===== src/rtl/bist_pkg.sv =====
// Shared types and helpers for the logic-BIST engine: FSM states, the Galois
// shift step used by both the pattern LFSR and the response MISR, and counter sizing.
package bist_pkg;

  localparam int unsigned MAX_W = 64;

  typedef enum logic [2:0] {
    IDLE,
    INIT,
    SHIFT,
    CAPTURE,
    UNLOAD,
    COMPARE,
    DONE
  } bist_state_e;

  // Width needed to hold values 0..max_val, never less than one bit.
  function automatic int unsigned cnt_width(input int unsigned max_val);
    return (max_val < 1) ? 1 : $clog2(max_val + 1);
  endfunction

  // One Galois step of a w-bit register held in the low bits of a MAX_W vector.
  function automatic logic [MAX_W-1:0] galois_step(input logic [MAX_W-1:0] val,
                                                   input logic [MAX_W-1:0] poly,
                                                   input int unsigned      w);
    logic [MAX_W-1:0] mask;
    logic [MAX_W-1:0] top;
    logic [MAX_W-1:0] nxt;
    mask = (w >= MAX_W) ? '1 : ((MAX_W'(1) << w) - MAX_W'(1));
    top  = val >> (w - 1);
    nxt  = (val << 1) & mask;
    if (top[0]) nxt = nxt ^ (poly & mask);
    return nxt;
  endfunction

endpackage


===== src/rtl/lfsr_misr_core.sv =====
// Galois shift register with synchronous load of INIT_VAL, step enable and a
// data word folded in on every step; serves as both pattern LFSR and signature MISR.
module lfsr_misr_core
  import bist_pkg::*;
#(
  parameter int unsigned     W        = 8,
  parameter logic [W-1:0]    POLY     = '0,
  parameter logic [W-1:0]    INIT_VAL = '0
) (
  input  logic         clk_i,
  input  logic         rst_ni,
  input  logic         en_i,
  input  logic         load_i,
  input  logic [W-1:0] data_i,
  output logic [W-1:0] q_o
);

  logic [W-1:0] q_q;
  logic [W-1:0] q_d;

  always_comb begin
    q_d = q_q;
    if (load_i) begin
      q_d = INIT_VAL;
    end else if (en_i) begin
      q_d = W'(galois_step(MAX_W'(q_q), MAX_W'(POLY), W)) ^ data_i;
    end
  end

  always_ff @(posedge clk_i or negedge rst_ni) begin
    if (!rst_ni) q_q <= INIT_VAL;
    else         q_q <= q_d;
  end

  assign q_o = q_q;

  if (W < 2 || W > MAX_W) begin : g_bad_width
    $error("lfsr_misr_core: W must lie in 2..MAX_W");
  end

endmodule


===== src/rtl/param_bist_engine.sv =====
// Logic-BIST engine: LFSR-driven scan/functional stimulus, shift/capture/unload
// sequencing over N_PATTERNS, MISR compaction and golden-signature compare.
module param_bist_engine
  import bist_pkg::*;
#(
  parameter int unsigned          N_IN       = 3,
  parameter int unsigned          N_OUT      = 2,
  parameter int unsigned          LFSR_W     = 8,
  parameter logic [LFSR_W-1:0]    LFSR_POLY  = 8'h1D,
  parameter logic [LFSR_W-1:0]    LFSR_SEED  = 8'h01,
  parameter int unsigned          MISR_W     = 8,
  parameter logic [MISR_W-1:0]    MISR_POLY  = 8'h1D,
  parameter int unsigned          CHAIN_LEN  = 16,
  parameter int unsigned          N_PATTERNS = 64,
  parameter logic [MISR_W-1:0]    GOLDEN_SIG = 8'h00,
  localparam int unsigned         PCNT_W     = cnt_width(N_PATTERNS)
) (
  input  logic              CLK,
  input  logic              RST,
  input  logic              bist_start,
  input  logic              bist_abort,
  input  logic              scan_out,
  input  logic [N_OUT-1:0]  func_out,
  output logic              scan_en,
  output logic              scan_in,
  output logic [N_IN-1:0]   func_in,
  output logic              bist_busy,
  output logic              bist_end,
  output logic              pass_fail,
  output logic [MISR_W-1:0] signature,
  output logic [PCNT_W-1:0] pattern_cnt
);

  localparam int unsigned         SCNT_W     = cnt_width(CHAIN_LEN);
  localparam logic [SCNT_W-1:0]   SHIFT_LAST = SCNT_W'(CHAIN_LEN - 1);
  localparam logic [PCNT_W-1:0]   PCNT_LAST  = PCNT_W'(N_PATTERNS);

  bist_state_e       state_q, state_d;
  logic [SCNT_W-1:0] shift_cnt_q, shift_cnt_d;
  logic [PCNT_W-1:0] pattern_cnt_q, pattern_cnt_d;
  logic              busy_q, busy_d;
  logic              end_q, end_d;
  logic              pass_q, pass_d;

  logic              lfsr_en, lfsr_load;
  logic              misr_en, misr_load;
  logic [MISR_W-1:0] misr_data;
  logic [LFSR_W-1:0] lfsr_q;
  logic [MISR_W-1:0] misr_q;
  logic              unused_lfsr;

  lfsr_misr_core #(
    .W        (LFSR_W),
    .POLY     (LFSR_POLY),
    .INIT_VAL (LFSR_SEED)
  ) u_lfsr (
    .clk_i  (CLK),
    .rst_ni (RST),
    .en_i   (lfsr_en),
    .load_i (lfsr_load),
    .data_i ('0),
    .q_o    (lfsr_q)
  );

  lfsr_misr_core #(
    .W        (MISR_W),
    .POLY     (MISR_POLY),
    .INIT_VAL ('0)
  ) u_misr (
    .clk_i  (CLK),
    .rst_ni (RST),
    .en_i   (misr_en),
    .load_i (misr_load),
    .data_i (misr_data),
    .q_o    (misr_q)
  );

  always_comb begin
    state_d       = state_q;
    shift_cnt_d   = shift_cnt_q;
    pattern_cnt_d = pattern_cnt_q;
    end_d         = end_q;
    pass_d        = pass_q;
    lfsr_en       = 1'b0;
    lfsr_load     = 1'b0;
    misr_en       = 1'b0;
    misr_load     = 1'b0;
    misr_data     = '0;

    case (state_q)
      IDLE, DONE: begin
        if (bist_start) begin
          state_d = INIT;
          end_d   = 1'b0;
          pass_d  = 1'b0;
        end
      end
      INIT: begin
        lfsr_load     = 1'b1;
        misr_load     = 1'b1;
        pattern_cnt_d = '0;
        shift_cnt_d   = '0;
        state_d       = SHIFT;
      end
      SHIFT: begin
        lfsr_en = 1'b1;
        // Pattern 0 unloads whatever the chain held before the run: keep it out.
        if (pattern_cnt_q != '0) begin
          misr_en   = 1'b1;
          misr_data = MISR_W'(scan_out);
        end
        if (shift_cnt_q == SHIFT_LAST) begin
          shift_cnt_d = '0;
          state_d     = CAPTURE;
        end else begin
          shift_cnt_d = shift_cnt_q + SCNT_W'(1);
        end
      end
      CAPTURE: begin
        lfsr_en       = 1'b1;
        misr_en       = 1'b1;
        misr_data     = MISR_W'({func_out, 1'b0});
        pattern_cnt_d = pattern_cnt_q + PCNT_W'(1);
        state_d       = (pattern_cnt_d == PCNT_LAST) ? UNLOAD : SHIFT;
      end
      UNLOAD: begin
        misr_en   = 1'b1;
        misr_data = MISR_W'(scan_out);
        if (shift_cnt_q == SHIFT_LAST) begin
          shift_cnt_d = '0;
          state_d     = COMPARE;
        end else begin
          shift_cnt_d = shift_cnt_q + SCNT_W'(1);
        end
      end
      COMPARE: begin
        pass_d  = (misr_q == GOLDEN_SIG);
        end_d   = 1'b1;
        state_d = DONE;
      end
      default: state_d = IDLE;
    endcase

    // Abort wins over every transition; registers hold so the run state is frozen.
    if (bist_abort && busy_q) begin
      state_d       = IDLE;
      end_d         = 1'b0;
      pass_d        = 1'b0;
      shift_cnt_d   = shift_cnt_q;
      pattern_cnt_d = pattern_cnt_q;
      lfsr_en       = 1'b0;
      lfsr_load     = 1'b0;
      misr_en       = 1'b0;
      misr_load     = 1'b0;
    end

    busy_d = (state_d == INIT) || (state_d == SHIFT) || (state_d == CAPTURE) ||
             (state_d == UNLOAD) || (state_d == COMPARE);
  end

  always_ff @(posedge CLK or negedge RST) begin
    if (!RST) begin
      state_q       <= IDLE;
      shift_cnt_q   <= '0;
      pattern_cnt_q <= '0;
      busy_q        <= 1'b0;
      end_q         <= 1'b0;
      pass_q        <= 1'b0;
    end else begin
      state_q       <= state_d;
      shift_cnt_q   <= shift_cnt_d;
      pattern_cnt_q <= pattern_cnt_d;
      busy_q        <= busy_d;
      end_q         <= end_d;
      pass_q        <= pass_d;
    end
  end

  assign scan_en     = (state_q == SHIFT) || (state_q == UNLOAD);
  assign scan_in     = (state_q == SHIFT) && lfsr_q[0];
  assign func_in     = busy_q ? lfsr_q[N_IN-1:0] : '0;
  assign bist_busy   = busy_q;
  assign bist_end    = end_q;
  assign pass_fail   = pass_q;
  assign signature   = misr_q;
  assign pattern_cnt = pattern_cnt_q;
  assign unused_lfsr = ^lfsr_q;

  if (LFSR_SEED == '0) begin : g_bad_seed
    $error("param_bist_engine: LFSR_SEED must be nonzero");
  end
  if (LFSR_W < N_IN) begin : g_bad_lfsr_w
    $error("param_bist_engine: LFSR_W must be >= N_IN");
  end
  if (MISR_W < N_OUT + 1) begin : g_bad_misr_w
    $error("param_bist_engine: MISR_W must be >= N_OUT+1");
  end
  if (CHAIN_LEN < 1 || N_PATTERNS < 1) begin : g_bad_len
    $error("param_bist_engine: CHAIN_LEN and N_PATTERNS must be >= 1");
  end

endmodule


===== config.mk =====
export PLATFORM = sky130hd
export DESIGN_NAME = param_bist_engine
export DESIGN_NICKNAME = d
export VERILOG_FILES = /design/src/rtl/bist_pkg.sv /design/src/rtl/lfsr_misr_core.sv /design/src/rtl/param_bist_engine.sv
export SDC_FILE = /design/constraint.sdc
export NUM_CORES = 1
export LEC_CHECK = 0
export ABC_CLOCK_PERIOD_IN_PS = 2500
export CAP_MARGIN = 5
export CORE_MARGIN = 3
export CORE_UTILIZATION = 40
export DETAILED_ROUTE_END_ITERATION = 8
export GPL_ROUTABILITY_DRIVEN = 0
export HOLD_SLACK_MARGIN = 0.03
export PLACE_DENSITY_LB_ADDON = 0.08
export SETUP_SLACK_MARGIN = 0.2
export SLEW_MARGIN = 40
export SYNTH_ARGS = -nofsm -noshare
export SYNTH_HDL_FRONTEND = slang
export SYNTH_HIERARCHICAL = 1
export SYNTH_SLANG_ARGS = --single-unit

===== constraint.sdc =====
create_clock -name CLK -period 2.5 [get_ports CLK]
set_input_delay 0.25 -clock CLK [delete_from_list [all_inputs] [get_ports CLK]]
set_output_delay 0.25 -clock CLK [all_outputs]
set_load 0.01 [all_outputs]

# Yosys cells after proc, flatten, opt, wreduce, memory -nomap -nowiden
# Cells that the tools add are included.
[word_totals]
inputBits = 7
register_bits = 34
mem_count = 0
ram_bits = 0
rom_bits = 0
latchBits = 0
[classes]
div_mod_pow = 0
n_mux = 32
n_lt_le_gt_ge = 0
n_eq_ne = 14
shift = 0
bitwise = 4
n_mul = 0
n_reduce_logical = 22
addsub = 2
[ops]
columns = ["op", "count"]
rows = [
  ["8-bit two-way mux", 6],
  ["3-bit two-way mux", 6],
  ["3-bit one-hot mux with 6 select lines", 1],
  ["3-bit equality test, second input constant", 5],
  ["5-bit two-way mux", 3],
  ["7-bit one-hot mux with 2 select lines", 1],
  ["3-bit by 2-bit equality test with 1-bit output, second input constant", 4],
  ["1-bit two-way mux", 10],
  ["5-bit one-hot mux with 2 select lines", 1],
  ["3-bit one-hot mux with 3 select lines", 1],
  ["8-bit logical NOT", 1],
  ["4-bit inverter", 2],
  ["2-bit nonzero test", 4],
  ["2-bit OR reduction", 4],
  ["8-bit by 3-bit XOR with 8-bit output", 1],
  ["7-bit by 1-bit adder with 7-bit output, second input constant", 1],
  ["7-bit equality test, second input constant", 1],
  ["7-bit nonzero test", 1],
  ["3-bit by 1-bit equality test with 1-bit output, second input constant", 2],
  ["1-bit one-hot mux with 2 select lines", 3],
  ["2-bit AND reduction", 3],
  ["5-bit by 1-bit adder with 5-bit output, second input constant", 1],
  ["5-bit by 4-bit equality test with 1-bit output, second input constant", 1],
  ["1-bit logical OR", 5],
  ["5 further kinds", 6],
]

# Logic depth before layout (Yosys ltp)
[logic_depth]
ltp_word = 10
depth_mapped = 8
mapped_depth_nobuf = 7

# Hierarchy
# The synthesis kept the hierarchy.
[by_module_without_submodules]
columns = ["module", "seq_area_each_um2", "cells_per_inst", "area_each_um2", "instances"]
rows = [
  ["param_bist_engine", 450.4, 174, 1381.3, 1],
  ["lfsr_misr_core (u_lfsr)", 201.4, 39, 425.4, 1],
  ["lfsr_misr_core (u_misr)", 200.2, 38, 420.4, 1],
]

# Least setup slack after synthesis
# OpenSTA, ideal clock, no wires.
[synth_path]
path_kind = "register to register"
startpoint = "reg state_q[1]"
endpoint = "reg u_misr.q_q[3] (netlist: u_misr/q_o[3])"
path_buffers = 3
stages_incl_launch_ff = 8
setup_slack_ns = 0.814
t_arrival_ns = 1.596
synth_period_minus_slack_ns = 1.686
setup_time_ns = 0.090
cell_sequence = "dfrtp_1 -> clkbuf_1 -> clkbuf_1 -> nor2_1 -> buf_2 -> nor3b_1 -> nand2_1 -> o221ai_1"
[synth_rtl]
columns = ["element", "line", "text"]
rows = [
  ["start, declared", "param_bist_engine.sv:38", "bist_state_e state_q, state_d;"],
  ["start signal, assigned", "param_bist_engine.sv:170", "state_q <= state_d;"],
  ["3-bit by 1-bit equality test with 1-bit output (*)", "-", ""],
  ["1-bit two-way mux (*) (2 in series)", "-", ""],
  ["via lfsr_load", "param_bist_engine.sv:45", "logic lfsr_en, lfsr_load;"],
  ["8-bit two-way mux / 2-bit nonzero test (equally long branches)", "-", ""],
  ["end signal, assigned", "lfsr_misr_core.sv:32", "else q_q <= q_d;"],
  ["end, declared", "lfsr_misr_core.sv:18", "logic [W-1:0] q_q;"],
]
# Mark *: on every way through the listed nets, which the timed path passes. The rest lies on a longest branch.
# A chain may end at the register's enable or synchronous reset.

# Final worst setup path
[layout_path]
startpoint = "reg state_q[1]"
endpoint = "out scan_en"
[layout_via]
elab_chain_len = 2
[layout_rtl]
columns = ["element", "line", "text"]
rows = [
  ["3-bit by 2-bit equality test with 1-bit output / 3-bit equality test (equally long branches)", "param_bist_engine.sv:179", "assign scan_en = (state_q == SHIFT) || (state_q == UNLOAD);"],
  ["1-bit logical OR (*)", "param_bist_engine.sv:179", ""],
  ["end, declared", "param_bist_engine.sv:24", "output logic scan_en,"],
]
# Every way passes the cells marked *; elsewhere a longest branch is shown, timed or not.

==> impl_results.md <==
- Combinational fraction of design power: 45.5%
- Sequential power share: 34.7%
- ANT cells: 0
- CTS sink cnt: 34
- Commonest non-fill, non-tap cell in the layout: dfrtp_1
- Vias/cell: 5.25
- Initial Util: 42.5%
- Clock Path Buffers: 2
- Final nets: 306
- Later-pin clock latency in the skew report: 0.29 ns
- Pleak: 1.12 nW
- Largest net degree at the start of global routing: 35
- Post-Route Utilization: 52.6%
- Synth area leader: dfrtp_1
- Mapped Area: 2230 um2
- Filler Cell Count: 498
- First-iteration detailed-routing DRC count: 151
- YS warnings: 6
- Vias: 1915
- Worst Tran Pin Value: 0.551 ns
- CP Capture Point: scan_en
- Final Cell Area: 2750 um2
- Setup violations, final: 0
- Cells after synthesis: 251
- Post-route DRC: 0
- Final wirelength: 5200 um
- Syn_area_per_cell: 8.87 um2
- Worst Setup End Kind: output port
- Met3 usage: 3.92%
- Die span in y: 80.6 um
- Grt ovf: 0
- CP Class: reg -> out
- Pwr/cell area: 936 nW/um2
- Post-CTS Hold Buffers: 0
- Num rows: 26
- Final Hold Viols: 0
- Largest cells by area after synthesis: dfrtp_1 (37%), nand2_1 (4.0%), xnor2_1 (3.9%)
- Worst reg2reg path depth: 6
- Max-cap viol count: 0
- Drt wl/cell: 14.2 um
- CP startpoint: state_q[1]
- Sw Ratio: 38.5%
- Setup slack, reg-to-reg: 0.59 ns
- Hpwl dp: 3540 um
- Max Clk Rate: 466 MHz
- Area growth, synth to finish: 23.6%
- Min-delay worst type: in -> async
- Die W: 80.6 um
- Fraction of layout cells with a size suffix above 1: 8.81%
- Core area: 5240 um2
- Sw Pwr: 0.991 mW
- Final worst-path setup slack: 0.356 ns
- Post-DP Area: 2640 um2
- Yosys reg bits: 34
- RSZ-0062 raised after global routing: no
- TritonCTS buffer count: 5
- Number of global-route vias before repair: 1797
- GR Layer Usage met2: 26.3%
- Unique masters post-synth: 53
- Clk_skew: 0.00767 ns
- R2R Path Start: state_q[1]
- CP Data Arrival Time: 1.89 ns
- Peak VDD IR: 427 uV
- Setup TNS: 0 ns
- Slew Limit Fails: 0
- Final min period: 2.14 ns
- Critical path startpoint category: register
- Outcome: finished clean
- IO Count: 30
- Clock share of power: 19.8%
- Die area: 6500 um2
- Sequential-to-total area share from yosys stat: 38.3%
- RR Endpoint: bist_busy
- H-tree levels: 2
- Number of setup buffers added after CTS: 0
- First-pass GRT wire length: 8940 um
- Pre-CTS setup slack: 0.481 ns
- CTS tree: done
- Pre-antenna DRT Iters: 4
- Clock Pin Slew Worst Setup and Hold Paths: 0.07 ns
- Register area: 852 um2
- Port Buffers: 29
- Antenna violations before repair: 0
- Layer with the highest usage: met2
- Post-synth top area share: 37.1%
- Post-DRT Antenna Nets: 0
- GRT Total Usage: 17.8%
- Clk root buf: clkbuf_8
- Post-synth EDFFs: 0
- Relative max-transition margin: 62.7%
- Post-synth ARST share: 100%
- Multi-input gate area: 1320 um2
- Most frequent cells in the layout: dfrtp_1 (33), clkdlybuf4s50_1 (29), nand2_1 (24), nor2_1 (22), a21oi_1 (14)
- CP required: 2.25 ns
- GRT met1 Usage: 25.6%
- CP Max Fanout: 13
- Pint: 1.59 mW
- Final period util: 85.8%
- Most used DFF post-synth: dfrtp_1
-- what timing repair did --
action,4_1_cts,5_1_grt
endpoints found under the hold margin,0,0
gates resized for setup,0,1
endpoints found under the setup margin,0,1
-- Yosys cell counts, types with 6 or more instances --
library cell / instances
nand2b_1: 7
o21ai_1: 8
nand2_1: 24
a21oi_1: 15
o21ai_0: 7
dfrtp_1: 33
nand3_1: 7
a211oi_1: 10
nor2_1: 22
xnor2_1: 10
buf_2: 6
and2_1: 6
-- layer usage --
layer | vias up | part of all wire [%]
met5 | - | 0
met2 | 45 | 43
met3 | 6 | 4.2
li1 | 987 | -
met4 | 0 | 1.3
met1 | 877 | 51
-- registers in the layout (all words and copies together) (netlist names) --
register,count
u_lfsr/q_o,8
u_misr/q_o,8
pattern_cnt,7
shift_cnt_q,5
state_q,3
bist_busy,1
bist_end,1
pass_fail,1
-- worst min-delay path by stage --
| stage | slack (ns) | cells after the start | from | endpoint |
|---|---|---|---|---|
| floorplan | -0.05 | 0 | RST | bist_busy |
| global placement | 0.49 | 1 | shift_cnt_q[4] | shift_cnt_q[4] |
| detailed placement | 0.50 | 1 | shift_cnt_q[4] | shift_cnt_q[4] |
| CTS | 0.39 | 2 | RST | bist_busy |
| global route | 0.40 | 2 | RST | u_lfsr/q_o[3] |
| finish | 0.37 | 2 | RST | u_lfsr/q_o[3] |
-- worst max-delay path, stage by stage (launching register included) --
cell,delay (ns)
dfrtp_1,0.51
nand2b_1,0.29
a21oi_2,0.23
clkdlybuf4s50_1,0.57
-- layout make-up --
class | instances | area share, %
Tap cell | 70 | 3.18
Clock buffer | 7 | 2.77
Inverter | 7 | 0.955
Clock inverter | 1 | 1.09
Sequential cell | 34 | 31.0
Multi-Input combinational cell | 207 | 47.8
Timing Repair Buffer | 39 | 13.3
-- per-stage QoR --
stage	power (mW)	cells	hold slack, ns
6_report	2.58	365	0.368
5_1_grt	2.79	365	0.405
4_1_cts	2.60	365	0.393
3_5_place_dp	2.08	357	0.496
3_3_place_gp	2.08	357	0.488
2_1_floorplan	1.65	263	-0.0456
-- power groups by stage --
stage	Combinational (mW)	Sequential, mW	Clock [mW]
5_1_grt	1.31	0.928	0.558
4_1_cts	1.18	0.899	0.525
3_5_place_dp	1.17	0.908	0
6_report	1.17	0.895	0.509
3_3_place_gp	1.17	0.906	0
2_1_floorplan	0.766	0.885	0
-- cells by family after synthesis --
| group | share of synthesized area [%] |
|---|---|
| AO/OA/AOI/OAI | 20.7 |
| XOR/XNOR | 7.64 |
| adder cells (fa/ha/maj) | 2.81 |
| buffers and inverters | 4.89 |
| flip-flops | 38.3 |
| multiplexers | 2.30 |
| other | 0.168 |
| AND/OR/NAND/NOR | 23.3 |
(Power assumes the default switching activity.)
